$ cat config.mk
export PLATFORM = sky130hd
export DESIGN_NAME = ah_cam_req_arb_flat
export DESIGN_NICKNAME = d
export VERILOG_FILES = /design/src/rtl/ah_cam_req_arb_if.sv /design/src/rtl/ah_cam_req_arb.sv /design/src/flat_wrapper.sv
export SDC_FILE = /design/constraint.sdc
export NUM_CORES = 1
export LEC_CHECK = 0
export CELL_PAD_IN_SITES_DETAIL_PLACEMENT = 1
export CELL_PAD_IN_SITES_GLOBAL_PLACEMENT = 1
export CORE_AREA = 2 2 102 104
export CTS_CLUSTER_DIAMETER = 150
export DETAILED_ROUTE_END_ITERATION = 10
export DIE_AREA = 0 0 104 106
export PLACE_DENSITY = 0.74
export SYNTH_ARGS = -nofsm -noshare
export SYNTH_HDL_FRONTEND = slang
export SYNTH_SLANG_ARGS = --single-unit
$ cat constraint.sdc
create_clock -name clk -period 3.35 [get_ports clk]
set_clock_uncertainty 0.15 [all_clocks]
set_input_delay 0.335 -clock clk [delete_from_list [all_inputs] [get_ports clk]]
set_output_delay 0.335 -clock clk [all_outputs]
set_load 0.1 [all_outputs]
$ cat src/rtl/ah_cam_req_arb_if.sv
// Requester/CAM bundle for ah_cam_req_arb.
// The arbiter uses the slave modport; requesters and the CAM sit on the master side.
interface ah_cam_req_arb_if #(
  parameter int unsigned NREQ  = 4,
  parameter int unsigned DW    = 16,
  parameter int unsigned KW    = 8,
  parameter int unsigned DEPTH = 10
);
  localparam int unsigned CW = $clog2(DEPTH + 1);

  logic [NREQ-1:0]    req_valid;
  logic [NREQ-1:0]    req_op;
  logic [NREQ*DW-1:0] req_data;
  logic [NREQ-1:0]    req_ready;
  logic [NREQ-1:0]    rsp_valid;
  logic               rsp_match;
  logic [DW-1:0]      rsp_data;
  logic               cam_wvalid;
  logic [DW-1:0]      cam_wdata;
  logic               cam_wready;
  logic               cam_svalid;
  logic [KW-1:0]      cam_skey;
  logic               cam_rvalid;
  logic               cam_rmatch;
  logic [DW-1:0]      cam_rdata;
  logic               cam_free;
  logic [CW-1:0]      free_cnt;
  logic               err;

  modport master (
    output req_valid, req_op, req_data, cam_wready, cam_rvalid, cam_rmatch, cam_rdata,
           cam_free,
    input  req_ready, rsp_valid, rsp_match, rsp_data, cam_wvalid, cam_wdata, cam_svalid,
           cam_skey, free_cnt, err
  );

  modport slave (
    input  req_valid, req_op, req_data, cam_wready, cam_rvalid, cam_rmatch, cam_rdata,
           cam_free,
    output req_ready, rsp_valid, rsp_match, rsp_data, cam_wvalid, cam_wdata, cam_svalid,
           cam_skey, free_cnt, err
  );
endinterface

$ cat src/rtl/ah_cam_req_arb.sv
// Round-robin arbiter sharing one CAM between NREQ requesters: writes gated by free-entry
// count, searches tagged through a SLAT-deep pipeline so results return to their requester.
module ah_cam_req_arb #(
  parameter int unsigned NREQ  = 4,
  parameter int unsigned DW    = 16,
  parameter int unsigned KW    = 8,
  parameter int unsigned DEPTH = 10,
  parameter int unsigned SLAT  = 1
) (
  input logic             clk,
  input logic             rst,
  ah_cam_req_arb_if.slave bus
);
  localparam int unsigned CW = $clog2(DEPTH + 1);
  localparam int unsigned IW = (NREQ > 1) ? $clog2(NREQ) : 1;

  logic [IW-1:0]   rr_ptr_q, rr_ptr_d;
  logic [CW-1:0]   free_cnt_q, free_cnt_d;
  logic [SLAT-1:0] tag_v_q, tag_v_d;
  logic [IW-1:0]   tag_idx_q [SLAT];
  logic [IW-1:0]   tag_idx_d [SLAT];
  logic [NREQ-1:0] rsp_valid_q, rsp_valid_d;
  logic            rsp_match_q, rsp_match_d;
  logic [DW-1:0]   rsp_data_q, rsp_data_d;
  logic            err_q, err_d;

  logic [NREQ-1:0] elig;
  logic [NREQ-1:0] gnt;
  logic            gnt_found;
  logic [IW-1:0]   gnt_idx;
  logic [IW-1:0]   scan_idx;
  logic            gnt_op;
  logic [DW-1:0]   gnt_data;
  logic            wr_acc;
  logic            srch;

  // Reset gates eligibility so no grant or CAM strobe escapes while rst is high.
  always_comb begin
    elig = '0;
    for (int unsigned i = 0; i < NREQ; i++) begin
      elig[i] = ~rst & bus.req_valid[i] &
                (bus.req_op[i] | ((free_cnt_q != '0) & bus.cam_wready));
    end
  end

  always_comb begin
    gnt_found = 1'b0;
    gnt_idx   = '0;
    scan_idx  = '0;
    for (int unsigned k = 0; k < NREQ; k++) begin
      scan_idx = IW'((32'(rr_ptr_q) + k) % NREQ);
      if (!gnt_found && elig[scan_idx]) begin
        gnt_found = 1'b1;
        gnt_idx   = scan_idx;
      end
    end
  end

  always_comb begin
    gnt = '0;
    for (int unsigned i = 0; i < NREQ; i++) begin
      gnt[i] = gnt_found && (gnt_idx == IW'(i));
    end
    gnt_op   = bus.req_op[gnt_idx];
    gnt_data = bus.req_data[32'(gnt_idx) * DW +: DW];
    wr_acc   = gnt_found & ~gnt_op;
    srch     = gnt_found & gnt_op;
  end

  assign bus.req_ready  = gnt;
  assign bus.cam_wvalid = wr_acc;
  assign bus.cam_wdata  = gnt_data;
  assign bus.cam_svalid = srch;
  assign bus.cam_skey   = gnt_data[KW-1:0];

  always_comb begin
    rr_ptr_d = rr_ptr_q;
    if (gnt_found) begin
      rr_ptr_d = (gnt_idx == IW'(NREQ - 1)) ? '0 : gnt_idx + 1'b1;
    end
  end

  // A granted write is already known to have cam_wready, so it is always accepted.
  always_comb begin
    free_cnt_d  = free_cnt_q;
    err_d       = err_q;
    tag_v_d     = tag_v_q;
    tag_idx_d   = tag_idx_q;
    rsp_valid_d = '0;
    rsp_match_d = rsp_match_q;
    rsp_data_d  = rsp_data_q;

    if (wr_acc && !bus.cam_free) begin
      free_cnt_d = free_cnt_q - 1'b1;
    end else if (!wr_acc && bus.cam_free) begin
      if (free_cnt_q == CW'(DEPTH)) begin
        err_d = 1'b1;
      end else begin
        free_cnt_d = free_cnt_q + 1'b1;
      end
    end

    tag_v_d[0]   = srch;
    tag_idx_d[0] = gnt_idx;
    for (int unsigned s = 1; s < SLAT; s++) begin
      tag_v_d[s]   = tag_v_q[s-1];
      tag_idx_d[s] = tag_idx_q[s-1];
    end

    // Result and tag must arrive together; either one alone is a protocol error.
    if (bus.cam_rvalid && tag_v_q[SLAT-1]) begin
      rsp_valid_d = NREQ'(1) << tag_idx_q[SLAT-1];
      rsp_match_d = bus.cam_rmatch;
      rsp_data_d  = bus.cam_rdata;
    end
    if (bus.cam_rvalid != tag_v_q[SLAT-1]) begin
      err_d = 1'b1;
    end
  end

  always_ff @(posedge clk or posedge rst) begin
    if (rst) begin
      rr_ptr_q    <= '0;
      free_cnt_q  <= CW'(DEPTH);
      tag_v_q     <= '0;
      for (int unsigned s = 0; s < SLAT; s++) begin
        tag_idx_q[s] <= '0;
      end
      rsp_valid_q <= '0;
      rsp_match_q <= 1'b0;
      rsp_data_q  <= '0;
      err_q       <= 1'b0;
    end else begin
      rr_ptr_q    <= rr_ptr_d;
      free_cnt_q  <= free_cnt_d;
      tag_v_q     <= tag_v_d;
      tag_idx_q   <= tag_idx_d;
      rsp_valid_q <= rsp_valid_d;
      rsp_match_q <= rsp_match_d;
      rsp_data_q  <= rsp_data_d;
      err_q       <= err_d;
    end
  end

  assign bus.rsp_valid = rsp_valid_q;
  assign bus.rsp_match = rsp_match_q;
  assign bus.rsp_data  = rsp_data_q;
  assign bus.free_cnt  = free_cnt_q;
  assign bus.err       = err_q;
endmodule
$ cat src/flat_wrapper.sv
// flat-port wrapper written by rule: the top's interface ports become plain ports
module ah_cam_req_arb_flat 
#(
  parameter int unsigned NREQ  = 4,
  parameter int unsigned DW    = 16,
  parameter int unsigned KW    = 8,
  parameter int unsigned DEPTH = 10,
  parameter int unsigned SLAT  = 1
)
  (clk, rst, bus_req_valid, bus_req_op, bus_req_data, bus_cam_wready, bus_cam_rvalid, bus_cam_rmatch, bus_cam_rdata, bus_cam_free, bus_req_ready, bus_rsp_valid, bus_rsp_match, bus_rsp_data, bus_cam_wvalid, bus_cam_wdata, bus_cam_svalid, bus_cam_skey, bus_free_cnt, bus_err);
  ah_cam_req_arb_if #(.NREQ(NREQ), .DW(DW), .KW(KW), .DEPTH(DEPTH)) bus_i ();
  input logic clk;
  input logic rst;
  input wire logic [$bits(bus_i.req_valid)-1:0] bus_req_valid;
  input wire logic [$bits(bus_i.req_op)-1:0] bus_req_op;
  input wire logic [$bits(bus_i.req_data)-1:0] bus_req_data;
  input wire logic [$bits(bus_i.cam_wready)-1:0] bus_cam_wready;
  input wire logic [$bits(bus_i.cam_rvalid)-1:0] bus_cam_rvalid;
  input wire logic [$bits(bus_i.cam_rmatch)-1:0] bus_cam_rmatch;
  input wire logic [$bits(bus_i.cam_rdata)-1:0] bus_cam_rdata;
  input wire logic [$bits(bus_i.cam_free)-1:0] bus_cam_free;
  output wire logic [$bits(bus_i.req_ready)-1:0] bus_req_ready;
  output wire logic [$bits(bus_i.rsp_valid)-1:0] bus_rsp_valid;
  output wire logic [$bits(bus_i.rsp_match)-1:0] bus_rsp_match;
  output wire logic [$bits(bus_i.rsp_data)-1:0] bus_rsp_data;
  output wire logic [$bits(bus_i.cam_wvalid)-1:0] bus_cam_wvalid;
  output wire logic [$bits(bus_i.cam_wdata)-1:0] bus_cam_wdata;
  output wire logic [$bits(bus_i.cam_svalid)-1:0] bus_cam_svalid;
  output wire logic [$bits(bus_i.cam_skey)-1:0] bus_cam_skey;
  output wire logic [$bits(bus_i.free_cnt)-1:0] bus_free_cnt;
  output wire logic [$bits(bus_i.err)-1:0] bus_err;
  assign bus_i.req_valid = bus_req_valid;
  assign bus_i.req_op = bus_req_op;
  assign bus_i.req_data = bus_req_data;
  assign bus_i.cam_wready = bus_cam_wready;
  assign bus_i.cam_rvalid = bus_cam_rvalid;
  assign bus_i.cam_rmatch = bus_cam_rmatch;
  assign bus_i.cam_rdata = bus_cam_rdata;
  assign bus_i.cam_free = bus_cam_free;
  assign bus_req_ready = bus_i.req_ready;
  assign bus_rsp_valid = bus_i.rsp_valid;
  assign bus_rsp_match = bus_i.rsp_match;
  assign bus_rsp_data = bus_i.rsp_data;
  assign bus_cam_wvalid = bus_i.cam_wvalid;
  assign bus_cam_wdata = bus_i.cam_wdata;
  assign bus_cam_svalid = bus_i.cam_svalid;
  assign bus_cam_skey = bus_i.cam_skey;
  assign bus_free_cnt = bus_i.free_cnt;
  assign bus_err = bus_i.err;
  ah_cam_req_arb #(.NREQ(NREQ), .DW(DW), .KW(KW), .DEPTH(DEPTH), .SLAT(SLAT)) u_core (.clk(clk), .rst(rst), .bus(bus_i));
endmodule
==> reports/results.ini <==
[die]
initial_core_util = 0.235
die_w_um = 104
core-area_sq_um = 10000
die_area_sq_um = 11000
row_count = 37
die_h_um = 106
ios = 150

[job]
maxCapViolCount = 0

[yosys]
synth_area_per_cell_sq_um = 11.0
seq_area_frac_synth = 0.331
synth_fa_ha_area_frac = 0.0479
ys_types = 54
synth_area_sq_um = 2350
synth_xor_area_frac = 0.0149
synth.net_count = 317
synth-simple-area-share = 0.0932
synth-compound-area-share = 0.136
synthArstFlopShare = 1.00
synthCells = 214
synth_edf_count = 0
ys_seq_elements = 31
synth_mux_area_frac = 0.309
synth_warnings = 0
synth_flop_cell = dfrtp_1
synth_top_family_by_area = multiplexers

[sta]
min_period_ps = 3500
hold_viol = 0
finalSetupViolations = 33
fin_ws_ps = -148
worstMarginPinSlew_ps = 994
finalMaxSlewViolations = 0
finalSetupTns_ps = -3140
fin_crit_sh = 1.04
whs_ps = 322
maxSlewHeadroom = 0.335
fmax_mhz = 286
rsz0062_at_grt = yes

[cts]
clock_sinks = 31
clockRootBuffer = clkbuf_8
ctsHoldBuffers = 0
h-tree-depth = 2
clk_pin_slew_ps = 70
worstSkewPairLatency_ps = 280
cts_tree = yes
cts_buffers = 5
clockBufferDepth = 2

[routing]
wirelength_um = 8470
dr_total_vias = 2472
via_per_inst = 4.59
drc = 0
wl_per_cell_um = 15.7
first_iter_violations = 44
drtPass1Iterations = 4
ant_nets = 0

[setup_path]
path_max_fanout = 8
endpoint_kind = primary output
worstSetupPathType = reg2out
worstPathRequired_ps = 2860
start_kind = register
critical_path_arrival_ps = 3010

[finish]
n_antenna_cell = 0
register_area_sq_um = 791
fill_cells = 1055
layout-drive-gt1-share = 0.442
multi_input_area_sq_um = 1880
syn_to_final_growth_pct = 124
fin_area_sq_um = 5260
fin_nets = 505

[grt]
antenna_found_initial = 0
overflow = 0
grt_max_degree = 30
grt_pass1_wl_um = 14000
first_global_vias = 2828
grt_use_total = 0.155

[placed_design]
dpl-instance-area_sq_um = 4820
place.gp.congestion = 0.899
io_buffers = 149
pre_cts_ws_ps = -371
hpwl_um = 6710

[run_status]
status = finished, violations left
violations = negative setup slack

[min_path]
hp-class = reg2reg

==> layer usage <==
layer | part of all wire | vias to the layer above | global-route usage | wire length (um)
met4 | 0.0052 | 0 | 0.0299 | 44
met3 | 0.10 | 5 | 0.0601 | 856
li1 | - | 1157 | - | -
met2 | 0.53 | 125 | 0.299 | 4480
met1 | 0.36 | 1185 | 0.159 | 3080
met5 | 0 | - | 0 | 0
==> final cells by class <==
| type | count | share of cell area |
|---|---|---|
| clock buffers | 6 | 0.0138 |
| clock inverters | 2 | 0.0114 |
| multi-input cells | 157 | 0.357 |
| flip-flops and latches | 31 | 0.150 |
| repair buffers | 198 | 0.427 |
| well taps | 136 | 0.0324 |
| inverters | 9 | 0.00857 |
==> critical path, stage by stage, from the launching register on <==
cell      delay [ps]
dfstp_4          490
o41a_4           520
nand2_1          100
a221oi_1         100
a311oi_2         360
o311ai_4         210
buf_6            180
inv_8             70
buf_12           160
mux2i_4          310
buf_12           210
==> worst paths after layout <==
kind / slack (ps) / depth (start not counted) / from / endpoint
worst max-delay path: -150 / 10 / u_core.bus.free_cnt[1] / bus_cam_skey[4]
worst min-delay path: 320 / 1 / u_core.tag_idx_q[1] / u_core.bus.rsp_valid[1]
worst max register to register: -140 / 14 / u_core.bus.free_cnt[1] / u_core.bus.free_cnt[3]
worst min register to register: 320 / 1 / u_core.tag_idx_q[1] / u_core.bus.rsp_valid[1]
max in group asynchronous: 2220 / 3 / rst / u_core.bus.free_cnt[3]
min in group asynchronous: 350 / 3 / rst / u_core.rr_ptr_q[1]
==> state kept, by name (all words and copies together) (netlist names) <==
signal                cells
u_core.bus.err            1
u_core.bus.free_cnt       4
u_core.bus.rsp_data      16
u_core.bus.rsp_match      1
u_core.bus.rsp_valid      4
u_core.rr_ptr_q           2
u_core.tag_idx_q          2
u_core.tag_v_q            1
==> layout by cell type (no fill, tap or decap), types with 6 or more instances in the layout <==
master,instances
buf_12,34
inv_1,6
mux2i_1,24
clkdlybuf4s50_1,115
buf_4,43
ha_4,6
mux2i_4,18
nand2_1,10
mux2_2,18
mux2i_2,8
dfrtp_1,27
==> what timing repair did <==
item / 4_1_cts / 5_1_grt
gates cloned: 1 / 0
endpoints found under the setup margin: 33 / 35
pin swaps: 12 / 9
gates resized for setup: 40 / 8
buffers inserted: 5 / 3
==> synth_stat cells (all sizes together), types with 2 or more instances <==
cell type | number | area, sq um
a21boi | 2 | 15.0
dfstp | 2 | 52.6
nor3b | 2 | 20.0
a211o | 2 | 17.5
nand4 | 2 | 12.5
o22ai | 3 | 18.8
xnor2 | 3 | 26.3
clkbuf | 2 | 7.51
o21ai | 2 | 13.8
nor2b | 5 | 31.3
mux2 | 20 | 225
a21oi | 5 | 36.3
mux2i | 50 | 500
nor2 | 11 | 41.3
nand2 | 10 | 37.5
dfrtp | 29 | 726
and3 | 2 | 12.5
a211oi | 3 | 22.5
buf | 15 | 115
inv | 9 | 36.3
nand3 | 3 | 15.0
ha | 9 | 113
==> stage by stage <==
step | util | cells
3_5_place_dp | 0.482 | 522
3_3_place_gp | 0.482 | 522
2_1_floorplan | - | 214
5_1_grt | 0.526 | 539
6_report | 0.526 | 539
4_1_cts | 0.519 | 536
==> logic make-up after synthesis <==
| group | after synthesis |
|---|---|
| muxes | 70 |
| and+or+nand+nor | 42 |
| AOI/OAI and AO/OA | 32 |
| DFF | 31 |
| buffers and inverters | 26 |
| adders and majority gates | 9 |
| xor gates and xnor gates | 4 |
Power is not shown: default switching activity piles up to over one toggle a cycle in this logic, so the estimate is an artifact.
